`src/rtl/interp_pkg.sv`:
```
// Shared definitions for the interpolator comparison stages:
// measurement FSM encoding and a saturating unsigned add.
package interp_pkg;

   typedef enum logic [1:0] {
      IDLE  = 2'b00,
      RUN   = 2'b01,
      DRAIN = 2'b10,
      DONE  = 2'b11
   } stat_state_t;

   localparam int SAT_MAXW = 128;

   typedef struct packed {
      logic                ovf;
      logic [SAT_MAXW-1:0] sum;
   } sat_sum_t;

   // Adds two unsigned values and clamps the result to w bits of ones.
   // The w argument is a constant at every call site, so the limit folds away.
   function automatic sat_sum_t sat_add(input logic [SAT_MAXW-1:0] a,
                                        input logic [SAT_MAXW-1:0] b,
                                        input int unsigned         w);
      logic [SAT_MAXW:0] full;
      logic [SAT_MAXW:0] lim;
      sat_sum_t          r;
      full  = {1'b0, a} + {1'b0, b};
      lim   = ((SAT_MAXW+1)'(1) << w) - (SAT_MAXW+1)'(1);
      r.ovf = (full > lim);
      r.sum = r.ovf ? lim[SAT_MAXW-1:0] : full[SAT_MAXW-1:0];
      return r;
   endfunction

endpackage

```
`src/rtl/err_sq_pipe.sv`:
```
// Two-stage error pipe: S1 registers data-ref, S2 registers |diff| and its square.
// Two cycles from i_ce to valid; no backpressure, bubbles carry valid=0.
module err_sq_pipe #(
   parameter int INW = 28
) (
   input  logic                  clk,
   input  logic                  rst_n,
   input  logic                  i_ce,
   input  logic signed [INW-1:0] data,
   input  logic signed [INW-1:0] ref_data,
   output logic                  stage1_valid,
   output logic                  valid,
   output logic [INW:0]          mag,
   output logic [2*INW:0]        sq
);

   logic signed [INW:0] diff;
   logic signed [INW:0] diff_c;
   logic [INW:0]        mag_c;
   logic [2*INW:0]      sq_c;

   always_comb begin
      diff_c = $signed({data[INW-1], data}) - $signed({ref_data[INW-1], ref_data});
      mag_c  = diff[INW] ? $unsigned(-diff) : $unsigned(diff);
      // |diff| <= 2^INW, so the square always fits in 2*INW+1 bits
      sq_c   = (2*INW+1)'((2*INW+2)'(mag_c) * (2*INW+2)'(mag_c));
   end

   always_ff @(posedge clk or negedge rst_n) begin
      if (!rst_n) begin
         stage1_valid <= 1'b0;
         diff         <= '0;
      end else begin
         stage1_valid <= i_ce;
         if (i_ce) diff <= diff_c;
      end
   end

   always_ff @(posedge clk or negedge rst_n) begin
      if (!rst_n) begin
         valid <= 1'b0;
         mag   <= '0;
         sq    <= '0;
      end else begin
         valid <= stage1_valid;
         if (stage1_valid) begin
            mag <= mag_c;
            sq  <= sq_c;
         end
      end
   end

endmodule

```
`src/rtl/interp_err_stats.sv`:
```
// Block error statistics: saturating sum of squared error and peak |error| over 2^LGN samples.
// o_valid rises 3 cycles after the last sample and holds stable results until i_ready.
module interp_err_stats #(
   parameter int INW  = 28,
   parameter int LGN  = 10,
   parameter int ACCW = 64
) (
   input  logic                  i_clk,
   input  logic                  i_areset_n,
   input  logic                  i_start,
   input  logic                  i_ce,
   input  logic signed [INW-1:0] i_data,
   input  logic signed [INW-1:0] i_ref,
   output logic                  o_busy,
   output logic                  o_valid,
   input  logic                  i_ready,
   output logic [ACCW-1:0]       o_sumsq,
   output logic [INW:0]          o_maxerr,
   output logic                  o_sat
);
   import interp_pkg::*;

   localparam int SQW = 2*INW + 1;
   localparam logic [LGN:0] LAST_IDX = {1'b0, {LGN{1'b1}}};

   stat_state_t     state;
   stat_state_t     state_nxt;
   logic            clr;
   logic            accept;
   logic [LGN:0]    cnt;

   logic            s1_vld;
   logic            s2_vld;
   logic [INW:0]    mag;
   logic [SQW-1:0]  sq;

   logic [ACCW-1:0] acc;
   logic [INW:0]    max_err;
   logic            sat;
   sat_sum_t        acc_sum;
   logic            unused_sum_hi;

   err_sq_pipe #(
      .INW (INW)
   ) u_pipe (
      .clk          (i_clk),
      .rst_n        (i_areset_n),
      .i_ce         (accept),
      .data         (i_data),
      .ref_data     (i_ref),
      .stage1_valid (s1_vld),
      .valid        (s2_vld),
      .mag          (mag),
      .sq           (sq)
   );

   always_ff @(posedge i_clk or negedge i_areset_n) begin
      if (!i_areset_n) state <= IDLE;
      else             state <= state_nxt;
   end

   always_comb begin
      state_nxt = state;
      clr       = 1'b0;
      accept    = 1'b0;
      o_busy    = 1'b0;
      o_valid   = 1'b0;
      case (state)
         IDLE: begin
            // a sample arriving with i_start belongs to no block
            if (i_start) begin
               clr       = 1'b1;
               state_nxt = RUN;
            end
         end
         RUN: begin
            o_busy = 1'b1;
            accept = i_ce;
            if (i_ce && (cnt == LAST_IDX)) state_nxt = DRAIN;
         end
         DRAIN: begin
            o_busy = 1'b1;
            if (!s1_vld && !s2_vld) state_nxt = DONE;
         end
         DONE: begin
            o_valid = 1'b1;
            if (i_ready) state_nxt = IDLE;
         end
         default: state_nxt = IDLE;
      endcase
   end

   always_ff @(posedge i_clk or negedge i_areset_n) begin
      if (!i_areset_n)  cnt <= '0;
      else if (clr)     cnt <= '0;
      else if (accept)  cnt <= cnt + (LGN+1)'(1);
   end

   always_comb acc_sum = sat_add(SAT_MAXW'(acc), SAT_MAXW'(sq), ACCW);
   assign unused_sum_hi = |acc_sum.sum[SAT_MAXW-1:ACCW];

   always_ff @(posedge i_clk or negedge i_areset_n) begin
      if (!i_areset_n) begin
         acc     <= '0;
         max_err <= '0;
         sat     <= 1'b0;
      end else if (clr) begin
         acc     <= '0;
         max_err <= '0;
         sat     <= 1'b0;
      end else if (s2_vld) begin
         acc <= acc_sum.sum[ACCW-1:0];
         sat <= sat | acc_sum.ovf;
         if (mag > max_err) max_err <= mag;
      end
   end

   assign o_sumsq  = acc;
   assign o_maxerr = max_err;
   assign o_sat    = sat;

endmodule

```
`config.mk`:
```
export PLATFORM = sky130hd
export DESIGN_NAME = interp_err_stats
export DESIGN_NICKNAME = d
export VERILOG_FILES = /design/src/rtl/interp_pkg.sv /design/src/rtl/err_sq_pipe.sv /design/src/rtl/interp_err_stats.sv
export SDC_FILE = /design/constraint.sdc
export NUM_CORES = 2
export LEC_CHECK = 0
export CORE_MARGIN = 3
export CORE_UTILIZATION = 55
export DETAILED_ROUTE_END_ITERATION = 8
export GPL_TIMING_DRIVEN = 1
export PLACE_DENSITY = 0.76
export SLEW_MARGIN = 25
export SYNTH_ARGS = -nofsm -noshare
export SYNTH_HDL_FRONTEND = slang
export SYNTH_SLANG_ARGS = --single-unit
```
`constraint.sdc`:
```
create_clock -name i_clk -period 27.6 [get_ports i_clk]
set_input_delay 5.52 -clock i_clk [delete_from_list [all_inputs] [get_ports i_clk]]
set_output_delay 5.52 -clock i_clk [all_outputs]
set_load 0.01 [all_outputs]
```
-- Word level (Yosys, flattened, before mapping)
Cells that the tools add are included.
- bits in registers: 224
- output and inout bits: 96
- add/subtract/negate cells: 4
- $mul: 1
- $lt $le $gt $ge: 2
- equality and inequality tests: 8
- multiplexer cells: 21
- bitwise gates (word level): 1
- reductions and logical operators: 11
- operator list (operator ; count):
    $mux W64 ; 3
    $mux W29 ; 4
    $add A64 B57 Y65 ; 1
    $gt A65 B64 Y1 const B ; 1
    $mul A29 B29 Y57 ; 1
    $gt A29 B29 Y1 ; 1
    $neg A29 Y29 ; 1
    $sub A28 B28 Y29 ; 1
    $mux W11 ; 2
    $add A11 B1 Y11 const B ; 1
    $eq A11 B10 Y1 const B ; 1
    $mux W2 ; 4
    $ne A2 B2 Y1 const B ; 4
    $pmux W2 S4 ; 1
    $mux W1 ; 7
    $reduce_bool A2 Y1 ; 3
    $eq A2 B2 Y1 const B ; 2
    $reduce_and A4 Y1 ; 1
    $eq A2 B1 Y1 const B ; 1
    $logic_and A1 B1 Y1 ; 2
    $logic_not A1 Y1 ; 2
    $logic_not A2 Y1 ; 1
    $reduce_and A2 Y1 ; 1
    $reduce_or A2 Y1 ; 1
    $or A1 B1 Y1 ; 1

-- Longest topological paths before layout
- depth in word-level cells: 5
- mapped depth: 38
- gate-level depth less buffers: 35

-- Hierarchy
Synthesis repeated with hierarchy kept, for this count alone.
- cells, all modules: 4262
- area total of the unflattened synthesis: 38708.4 µm²
- modules (own cells, without submodules) (module ; instances ; cells an instance ; area each (µm²) ; seq. area each (µm²)):
    err_sq_pipe ; 1 ; 3278 ; 30151.4 ; 2877.8
    interp_err_stats ; 1 ; 984 ; 8557.0 ; 2677.6

-- Worst setup path before layout
OpenSTA, ideal clock, no wires.
- kind: reg-to-reg
- start point: reg u_pipe.diff[0]
- end point: reg u_pipe.sq[56]
- setup time: 0.124 ns
- arrival: 9.111 ns
- data required time: 27.476 ns
- slack: 18.365 ns
- stages on the path, launching flop included: 34
- buffers on the path: 2
- period minus slack after synthesis: 9.235 ns
- cell sequence: dfrtp_1 -> inv_1 -> clkbuf_1 -> ha_1 -> nand2_1 -> or4_1 -> o41ai_1 -> xnor2_1 -> inv_1 -> clkbuf_1 -> nor2_1 -> fa_1 -> fa_1 -> fa_1 -> inv_1 -> fa_1 -> inv_1 -> fa_1 -> ha_1 -> fa_1 -> inv_1 -> fa_1 -> inv_1 -> ha_1 -> and3_1 -> o211ai_1 -> or3_1 -> o32ai_1 -> a31oi_1 -> o31a_1 -> o41ai_2 -> a311o_1 -> a211oi_1 -> a211o_1
- word-level cells in the longest chain between the ends: 3
- RTL lines (item ; RTL line ; RTL):
    from (decl) ; err_sq_pipe.sv:17 ; logic signed [INW:0] diff;
    from (signal assigned) ; err_sq_pipe.sv:35 ; if (i_ce) diff <= diff_c;
    $neg A29 Y29 ; err_sq_pipe.sv:24 ; mag_c = diff[INW] ? $unsigned(-diff) : $unsigned(diff);
    $mux W29 * ; err_sq_pipe.sv:24 ;
    $mul A29 B29 Y57 * ; err_sq_pipe.sv:26 ; sq_c = (2*INW+1)'((2*INW+2)'(mag_c) * (2*INW+2)'(mag_c));
    to (signal assigned) ; err_sq_pipe.sv:48 ; sq <= sq_c;
    to (decl) ; err_sq_pipe.sv:14 ; output logic [2*INW:0] sq
Mark *: on every way between the ends. The rest lies on a longest branch, timed or not.
A chain may end at the register's enable or synchronous reset.

-- Final worst setup path
- start point: reg u_pipe.diff[0]
- end point: reg u_pipe.sq[52]
The elaborated chain is that of the path after synthesis.

==> impl_results.md <==
* Total Wirelength at roughly 110000 um
* Number of global-route vias before repair at 31400
* Initial antenna violation count at 0
* Antenna Cells at 0
* Core Footprint at roughly 68000 um2
* Clock slew at reported path FFs at 60 ps
* Cell type with the highest aggregate area in the netlist: fa_1
* Peak per-stage delay on the critical path at 920 ps
* Post-synth top flop: dfrtp_1
* Post-synthesis sequential area ratio at between 10 and 15%
* Clock tree from TritonCTS: yes
* Count of buffers added by post-CTS timing repair for setup at 0
* First-pass GRT wire length at approximately 170000 um
* All-layer global routing usage at approximately 31%
* Final hold violations at 0
* Share of the synthesized area in the top cell type at 34.3%
* Worst-path fanout max at 20
* Number of maximum-capacitance violations at 0
* Area of the mapped netlist at between 30000 and 40000 um2
* Floorplan row count at 95
* Cell repeated most along the worst path: fa_1
* IO Count at approximately 160
* Total Nets Final at 5384
* Hold buffer count at cts at 0
* Die area at 72400 um2
* Data arrival time of the critical path at 11060 ps
* Worst reg2reg path depth at 33
* Commonest non-fill, non-tap cell in the layout: inv_1
* Routed wire length per instance at approximately 21 um
* Final number of setup-violating endpoints at 0
* Filler Cells Inserted at 5771
* Slew HR at 25.8%
* Maximum frequency from static timing analysis at 94.0 MHz
* Nature of the critical path startpoint: flop
* Biggest area contributors in the synthesized netlist: fa_1 34%, dfrtp_1 15%, ha_1 12%, inv_1 9.1%, nand2_1 3.6%
* GR Overflow Total at 0
* Per-cell via count in the routed design at 5.67
* Worst hold path type: flop to flop
* Min-Delay Path Depth at 2
* Area growth syn-to-layout at 9.28%
* Number of vias after detailed routing at 29700
* Pin count of the biggest net entering global routing at 80
* Detailed Routing Iterations Pass 1 at 5
* Source of the worst hold timing path: o_sat$_DFFE_PN0P_
* Buffer and inverter count on the worst path at 9
* Number of buffers added by the clock tree synthesis step at 24
* Half-perimeter wire length after placement at between 80000 and 90000 um
* Async set-or-reset flop fraction in the synthesized netlist at between 90% and 100%
* Sink of the worst hold path: o_sat$_DFFE_PN0P_
* Run status: completed
* Avg Cell Area, Syn at 9.05 um2
* Overall die height at 269 um
* Max-slew violations at 0
* Worst R2R End: u_pipe.sq[52]$_DFFE_PN0P_
* Worst R2R Setup Slack at 16960 ps
* Setup slack of the critical path after layout at approximately 17000 ps
* Critical setup path kind: flop to flop
* Clock network latency to the later pin of the worst-skew pair at approximately 540 ps
* Die width at between 200 and 300 um
* Number of unique standard cell types used by synthesis at 83
* Setup slack at placement at 17190 ps
* Most frequent cells in the layout: 919 x inv_1, 652 x fa_1, 361 x nand2_1, 361 x ha_1, 341 x nor2_1
* Iteration-0 DRC Markers at 2280
* Unrepaired setup endpoints after global routing: no
* Sum of negative setup slack at 0 ps
* Final worst clock skew at roughly 18 ps
* Layout Utilization at 61.3%
* Transition at the pin with the smallest max-transition slack at about 1100 ps
* Total number of H-tree levels at 1
* Count of antenna-violating nets left after detailed routing at 0
* CP required at 28020 ps
* Kind of cell adding the most delay to the critical path: adder cells
* Clock sink total at 222
* Starting Density at 56.1%
* Cell type of the slowest stage on the worst timing path: clkinv_1
* Final period utilization at between 30% and 40%
* Number of instances in the synthesized netlist at 4205
* Warnings from Yosys at 0
* Number of buffer cells added on primary ports at 156
* Quantity of gates resized following cts at 0
* Critical R2R Launch: u_pipe.diff[0]$_DFFE_PN0P_
* RD Place Congestion at 1.01
* Minimum clock period after layout at 10640 ps
* Number of enable flip-flop cells after synthesis at 0
* Clock tree root driver cell: clkbuf_16
* Crit end category: flop
* Post-route DRC violation count at 0
* Fraction of final layout cells with drive strength greater than 1 at 4.39%
* Number of storage elements in the synthesis netlist at 222
* Largest buffer count on any clock path at 3
-- state kept, by name (all words and copies together), names as in the netlist --
name	cells
cnt	11
o_maxerr	29
o_sat	1
o_sumsq	64
state	2
u_pipe.diff	29
u_pipe.mag	28
u_pipe.sq	56
u_pipe.stage1_valid	1
u_pipe.valid	1
-- metal layers --
layer  up-vias  global-route usage, %  routed length [um]  share of wire (%)
met5         -                      0                   0                  0
met4         0                   13.6                6030                5.6
met3       348                   5.76                9080                8.4
met2      1274                   50.7               50700                 47
met1     14700                   40.4               42700                 39
li1      13400                      -                   -                  -
-- cell families after synthesis --
| group | Yosys count | share of synthesized area, % |
|---|---|---|
| simple gates | 929 | 10.7 |
| other cells | 2 | 0.0197 |
| flops | 222 | 14.6 |
| mux | 84 | 2.38 |
| compound gates | 702 | 11.4 |
| fa+ha+maj | 1013 | 46.2 |
| buf+inv | 1078 | 10.6 |
| xor+xnor | 175 | 4.09 |
-- synth_stat cells, types with 15 or more instances --
master	n
nor2b_1	20
ha_1	361
clkbuf_1	133
a21o_1	76
nand3_1	45
and3_1	26
xor2_1	83
mux2i_1	32
dfrtp_1	222
o21ai_0	182
nor2_1	341
fa_1	652
a211oi_1	17
nand4_1	28
nand2_1	362
o21bai_1	30
o211ai_1	15
a31oi_1	50
xnor2_1	89
nand2b_1	18
mux2_2	52
inv_1	920
nor3_1	18
a21oi_1	224
-- tightest hold or removal path: stages (launching register included) --
cell     delay (ps)
dfrtp_1         340
a21oi_1          40
nor2_1           70
-- worst max-delay path by stage --
stage          slack [ps]                   endpoint                       start  depth (start not counted)
6_report            16960  u_pipe.sq[52]$_DFFE_PN0P_  u_pipe.diff[0]$_DFFE_PN0P_                         33
5_1_grt             16520  u_pipe.sq[52]$_DFFE_PN0P_  u_pipe.diff[3]$_DFFE_PN0P_                         34
4_1_cts             17160  u_pipe.sq[52]$_DFFE_PN0P_  u_pipe.diff[0]$_DFFE_PN0P_                         35
3_5_place_dp        17190  u_pipe.sq[52]$_DFFE_PN0P_  u_pipe.diff[0]$_DFFE_PN0P_                         35
3_3_place_gp        17320  u_pipe.sq[52]$_DFFE_PN0P_  u_pipe.diff[0]$_DFFE_PN0P_                         35
2_1_floorplan       18370  u_pipe.sq[56]$_DFFE_PN0P_  u_pipe.diff[0]$_DFFE_PN0P_                         33
-- cell type report --
type | instances | area (um2) | share of cell area [%]
multi-input cells | 2924 | 28600 | 68.7
flip-flops and latches | 222 | 5560 | 13.4
inverters | 934 | 3510 | 8.43
repair buffers | 204 | 1930 | 4.64
well taps | 921 | 1150 | 2.77
clock buffers | 32 | 712 | 1.71
clock inverters | 11 | 144 | 0.346
-- per-stage QoR --
stage | instances | hold slack [ps] | instance area (um2)
6_report | 5248 | 492 | 41600
5_1_grt | 5248 | 538 | 41600
4_1_cts | 5248 | 497 | 41600
3_5_place_dp | 5205 | 482 | 40700
3_3_place_gp | 5205 | 484 | 40700
2_1_floorplan | 4224 | 352 | 38100
Power is not shown: default switching activity piles up to over one toggle a cycle in this logic, so the estimate is an artifact.
